--- src/rtl/uart_tx.sv ---
// UART transmitter: LSB-first framing on the baud tick, with a one-entry holding register so frames can run back to back.
// Optional parity bit is compiled in when UART_TX_PARITY_EN is defined.
module uart_tx #(
  parameter int DATA_BITS  = 8,
  parameter int STOP_BITS  = 1,
  parameter int PARITY_ODD = 0
) (
  input  logic                 clk,
  input  logic                 rst,
  input  logic                 baud,
  input  logic [DATA_BITS-1:0] tx_data,
  input  logic                 tx_valid,
  output logic                 tx_ready,
  output logic                 txd,
  output logic                 tx_busy
);

  localparam int   CNT_W     = $clog2(DATA_BITS + 1);
  localparam logic STOP_LAST = (STOP_BITS == 2) ? 1'b1 : 1'b0;

  if (DATA_BITS < 5 || DATA_BITS > 8) begin : g_bad_data_bits
    $error("uart_tx: DATA_BITS must be 5..8");
  end
  if (STOP_BITS != 1 && STOP_BITS != 2) begin : g_bad_stop_bits
    $error("uart_tx: STOP_BITS must be 1 or 2");
  end
  if (PARITY_ODD != 0 && PARITY_ODD != 1) begin : g_bad_parity_odd
    $error("uart_tx: PARITY_ODD must be 0 or 1");
  end

  typedef enum logic [2:0] {
    S_IDLE,
    S_START,
    S_DATA,
`ifdef UART_TX_PARITY_EN
    S_PARITY,
`endif
    S_STOP
  } state_t;

  state_t               r_state;
  state_t               w_state_next;
  logic [DATA_BITS-1:0] r_hold;
  logic                 r_hold_full;
  logic [DATA_BITS-1:0] r_shift;
  logic [CNT_W-1:0]     r_bit_cnt;
  logic                 r_stop_cnt;
  logic                 r_txd;
`ifdef UART_TX_PARITY_EN
  logic                 r_parity;
`endif

  logic                 w_accept;
  logic                 w_bits_done;
  logic                 w_last_stop;
  logic                 w_load;
  logic                 w_shift;
  logic                 w_txd_next;
  logic [CNT_W-1:0]     w_bit_cnt_next;
  logic                 w_stop_cnt_next;

  assign w_accept    = tx_valid & ~r_hold_full;
  assign w_bits_done = (r_bit_cnt == CNT_W'(DATA_BITS));
  assign w_last_stop = (r_stop_cnt == STOP_LAST);

  // State register
  always_ff @(posedge clk) begin
    if (rst) begin
      r_state <= S_IDLE;
    end else begin
      r_state <= w_state_next;
    end
  end

  // Next-state logic: every transition waits for a baud tick
  always_comb begin
    w_state_next = r_state;
    if (baud) begin
      case (r_state)
        S_IDLE:   if (r_hold_full) w_state_next = S_START;
        S_START:  w_state_next = S_DATA;
        S_DATA: begin
          if (w_bits_done) begin
`ifdef UART_TX_PARITY_EN
            w_state_next = S_PARITY;
`else
            w_state_next = S_STOP;
`endif
          end
        end
`ifdef UART_TX_PARITY_EN
        S_PARITY: w_state_next = S_STOP;
`endif
        S_STOP: begin
          if (w_last_stop) begin
            w_state_next = r_hold_full ? S_START : S_IDLE;
          end
        end
        default:  w_state_next = S_IDLE;
      endcase
    end
  end

  // Output/datapath control: what txd and the counters become at the next edge
  always_comb begin
    w_txd_next      = r_txd;
    w_load          = 1'b0;
    w_shift         = 1'b0;
    w_bit_cnt_next  = r_bit_cnt;
    w_stop_cnt_next = r_stop_cnt;
    if (baud) begin
      case (r_state)
        S_IDLE: begin
          w_txd_next = 1'b1;
          if (r_hold_full) begin
            w_load         = 1'b1;
            w_txd_next     = 1'b0;
            w_bit_cnt_next = '0;
          end
        end
        S_START: begin
          w_txd_next     = r_shift[0];
          w_shift        = 1'b1;
          w_bit_cnt_next = CNT_W'(1);
        end
        S_DATA: begin
          if (w_bits_done) begin
            w_stop_cnt_next = 1'b0;
`ifdef UART_TX_PARITY_EN
            w_txd_next      = r_parity;
`else
            w_txd_next      = 1'b1;
`endif
          end else begin
            w_txd_next     = r_shift[0];
            w_shift        = 1'b1;
            w_bit_cnt_next = r_bit_cnt + CNT_W'(1);
          end
        end
`ifdef UART_TX_PARITY_EN
        S_PARITY: begin
          w_txd_next      = 1'b1;
          w_stop_cnt_next = 1'b0;
        end
`endif
        S_STOP: begin
          if (w_last_stop) begin
            if (r_hold_full) begin
              // Back-to-back: the next start bit replaces the idle period
              w_load         = 1'b1;
              w_txd_next     = 1'b0;
              w_bit_cnt_next = '0;
            end else begin
              w_txd_next = 1'b1;
            end
          end else begin
            w_txd_next      = 1'b1;
            w_stop_cnt_next = 1'b1;
          end
        end
        default: w_txd_next = 1'b1;
      endcase
    end
  end

  // Datapath registers
  always_ff @(posedge clk) begin
    if (rst) begin
      r_txd       <= 1'b1;
      r_hold      <= '0;
      r_hold_full <= 1'b0;
      r_shift     <= '0;
      r_bit_cnt   <= '0;
      r_stop_cnt  <= 1'b0;
    end else begin
      r_txd      <= w_txd_next;
      r_bit_cnt  <= w_bit_cnt_next;
      r_stop_cnt <= w_stop_cnt_next;
      if (w_load) begin
        r_shift <= r_hold;
      end else if (w_shift) begin
        r_shift <= r_shift >> 1;
      end
      // A load only happens with holding full and an accept only with it empty
      if (w_load) begin
        r_hold_full <= 1'b0;
      end else if (w_accept) begin
        r_hold      <= tx_data;
        r_hold_full <= 1'b1;
      end
    end
  end

`ifdef UART_TX_PARITY_EN
  always_ff @(posedge clk) begin
    if (rst) begin
      r_parity <= 1'b0;
    end else if (w_load) begin
      r_parity <= (^r_hold) ^ 1'(PARITY_ODD);
    end
  end
`endif

  assign txd      = r_txd;
  assign tx_ready = ~r_hold_full;
  assign tx_busy  = (r_state != S_IDLE) | r_hold_full;

endmodule

--- config.mk ---
export PLATFORM = sky130hd
export DESIGN_NAME = uart_tx
export DESIGN_NICKNAME = d
export VERILOG_FILES = /design/src/rtl/uart_tx.sv
export SDC_FILE = /design/constraint.sdc
export NUM_CORES = 1
export LEC_CHECK = 0
export CAP_MARGIN = 5
export CORE_ASPECT_RATIO = 1.75
export CORE_MARGIN = 2
export CORE_UTILIZATION = 50
export CTS_CLUSTER_DIAMETER = 120
export CTS_CLUSTER_SIZE = 10
export DETAILED_ROUTE_END_ITERATION = 8
export GPL_ROUTABILITY_DRIVEN = 0
export PLACE_DENSITY = 0.73
export SYNTH_ARGS = -nofsm -noshare
export SYNTH_HDL_FRONTEND = slang
export SYNTH_SLANG_ARGS = --single-unit
--- constraint.sdc ---
create_clock -name clk -period 1.88 [get_ports clk]
set_input_delay 0.282 -clock clk [delete_from_list [all_inputs] [get_ports clk]]
set_output_delay 0.282 -clock clk [all_outputs]
set_load 0.01 [all_outputs]
==> results.ini <==
[setup_path]
cp_num_buf_inv=2
cp.required_ns=2.08
r2r_end=r_shift[2]$_SDFFE_PP0P_
r2r_slack_ns=0.18
end_kind=register
crit_type=reg -> reg
path_cells=inv_1 > ha_1 > nor4bb_1 > buf_4 > nand2_1 > o211ai_1
crit_family=simple AND/OR/NAND/NOR gates
cp_data_arrival_time_ns=1.90
path_depth=6
cp_max_fo=10
startpoint_type=register
critPathCapture=r_shift[2]$_SDFFE_PP0P_
r2r_start=r_state[0]$_SDFFE_PP0P_
worst_path_max_delay_cell=ha_1
crit_start=r_state[0]$_SDFFE_PP0P_
max_stage_delay_ns=0.43
rr_worst_depth=6

[routing]
dr.pass1.iters=4
drc=0
via_per_inst=5.93
drt_iter0_drc=64
routed_wl_mm=2.74
postRouteAntennaNets=0
num_vias=1073
wl_per_cell_um=15.1

[timing]
finClkSkew_ns=0.0103
fin_setup_tns_ns=0
rsz0062_at_grt=false
clock.fmax_ghz=0.587
finalCritPeriodShare_pct=90.6
slew_violations=0
hold_viol_final=0
max_slew_margin_pct=72.2
finalSetupViolCount=0
tightest_slew_ns=0.415
min_period_ns=1.70

[grt]
grt-busiest-layer=met2
grt_pass1_vias=1120
gr-usage-met3_pct=2.58
grt_pass1_wl_mm=4.67
grt_max_degree=15
grt_usage_pct=20.5
use_met2_pct=38.4
grt-ovfl-total=0
antenna_found_initial=0
use_met1_pct=20.7

[logic_synthesis]
synth_area_um2=1260
synthCells=141
ys_types=35
synth.area.top_cells=dfxtp_1, mux2i_1, o211ai_1, ha_1, nand2_1
post-synth-top-area-fraction_pct=38.1
yosysTopAreaCell=dfxtp_1
synth_warnings=0
syn_nets=159
avgSynthCellArea_um2=8.94
yosysSeqAreaShare_pct=38.1
ys_seq_elements=24

[clock_network]
clk_path_buf_depth=2
htree_levels=1
cts-buffers-inserted=3
clock_latency_ns=0.28
cts_root_buffer=clkbuf_8
cts.sinks=24
cts_hold_buf=0
cts_tree=done
cts.reportedPaths.clkPinSlew_ns=0.09

[floorplanning]
dieWidth_um=41.9
start_util_pct=51.8
fp-row-count=24
die_area_um2=2950
io_pins=15
core-area_um2=2430
die_h_um=70.4

[finish]
finalNetCount=174
final_layout_size_suffix_gt1_share_pct=9.68
area_growth_pct=19.2
diodes=0
fillers=213

[power_and_ir_drop]
power_density_nw_per_um2=800
worst_ir_drop_vdd_mv=0.535
finalPower_mw=1.20
p_leak_nw=0.588

[placement]
dp_hpwl_mm=2.08
place.port_buffers=14

[hold_path]
hp-class=reg -> reg

[flow_run]
maxCapViolations=0

[status]
status=completed

-- logic make-up (layout without fill, tap and decap cells) --
family / Yosys count / in the layout / share of synthesized area (%)
multiplexers: 12 / 12 / 9.63
AND/OR/NAND/NOR: 55 / 55 / 24.2
AO/OA/AOI/OAI: 27 / 27 / 16.1
flip-flops: 24 / 24 / 38.1
adder cells (fa/ha/maj): 6 / 6 / 5.96
buffers and inverters: 17 / 31 / 5.96
-- metrics by stage --
step / cell area (um2) / std cells / worst slack [ns] / util, % / hold WS (ns)
3_3_place_gp: 1420 / 176 / 0.131 / 58.3 / 0.444
3_5_place_dp: 1420 / 176 / 0.0702 / 58.3 / 0.456
4_1_cts: 1490 / 180 / 0.00285 / 61.2 / 0.470
6_report: 1500 / 181 / 0.176 / 61.7 / 0.469
2_1_floorplan: 1260 / 141 / 0.357 / - / 0.429
5_1_grt: 1500 / 181 / 0.0419 / 61.7 / 0.501
-- routing by layer --
metal | share of wire (%) | up-vias
li1 | - | 533
met1 | 39 | 510
met2 | 56 | 23
met3 | 2.8 | 7
met4 | 2.5 | 0
met5 | 0 | -
-- layout make-up --
class                           instances  area, um2  share of cell area, %
Timing Repair Buffer                   19        180                   12.0
Sequential cell                        24        483                   32.2
Multi-Input combinational cell        100        704                   46.9
Inverter                                8       30.0                   2.00
Clock inverter                          1       30.0                   2.00
Tap cell                               26       32.5                   2.17
Clock buffer                            3       41.3                   2.75
-- cells in the mapped netlist --
cell type,instances
clkbuf_1,1
a211o_1,1
and3b_2,1
nand4b_1,1
inv_1,7
o32ai_1,3
a2111oi_0,1
and4bb_2,1
buf_2,6
o2111ai_1,1
nand3b_1,1
a211oi_1,3
nor3_1,1
o211ai_1,12
buf_1,1
buf_4,1
clkinv_1,1
mux2_2,1
o21ai_0,3
nand4bb_1,1
dfxtp_1,24
o211a_1,1
nand2b_1,1
and3b_1,2
nand2_1,15
nor4bb_1,1
o21a_1,1
and4b_4,1
nand3_1,4
nor2b_1,8
nand4_1,5
nor2_1,12
a21oi_1,1
mux2i_1,11
ha_1,6
-- worst min-delay path by stage --
stage / cells after the start / startpoint / to / slack (ns)
after global routing: 2 / r_hold[7]$_SDFFE_PP0P_ / r_shift[7]$_SDFFE_PP0P_ / 0.50
after detailed placement: 2 / r_hold[7]$_SDFFE_PP0P_ / r_shift[7]$_SDFFE_PP0P_ / 0.46
final: 2 / r_hold[7]$_SDFFE_PP0P_ / r_shift[7]$_SDFFE_PP0P_ / 0.47
after global placement: 2 / r_hold[7]$_SDFFE_PP0P_ / r_shift[7]$_SDFFE_PP0P_ / 0.44
after floorplan: 2 / tx_data[0] / r_hold[0]$_SDFFE_PP0P_ / 0.43
after CTS: 2 / r_hold[7]$_SDFFE_PP0P_ / r_shift[7]$_SDFFE_PP0P_ / 0.47
-- worst register-to-register path: cells and delay by family (launching register included) --
kind / cells / cell delay (ns)
AO/OA/AOI/OAI: 1 / 0.09
adder cells (fa/ha/maj): 1 / 0.43
buffers and inverters: 2 / 0.29
flip-flops: 1 / 0.35
AND/OR/NAND/NOR: 2 / 0.48
-- report_power, final --
part | leakage [nW] | switching [mW] | total (mW) | internal, mW
clock | 0.0357 | 0.172 | 0.457 | 0.285
sequential | 0.196 | 0.0162 | 0.548 | 0.532
combinational | 0.356 | 0.100 | 0.196 | 0.0956
-- registers in the layout (all words and copies together) (netlist names) --
| signal | count |
|---|---|
| r_hold | 8 |
| r_shift | 8 |
| r_bit_cnt | 4 |
| r_state | 2 |
| r_hold_full | 1 |
| txd | 1 |
-- placed cells by master, fill, tap and decap left out, types with 4 or more instances in the layout --
cell	n
buf_4	5
clkdlybuf4s50_1	13
dfxtp_1	22
ha_1	6
inv_1	7
mux2i_1	11
nand2_1	15
nand3_1	4
nand4_1	5
nor2_1	12
nor2b_1	8
o211ai_1	12
-- timing repair --
item                       4_1_cts  5_1_grt
resized for setup                0        3
setup buffers                    0        1
setup endpoints to repair        0        8
Power figures use the tool's default switching activity.
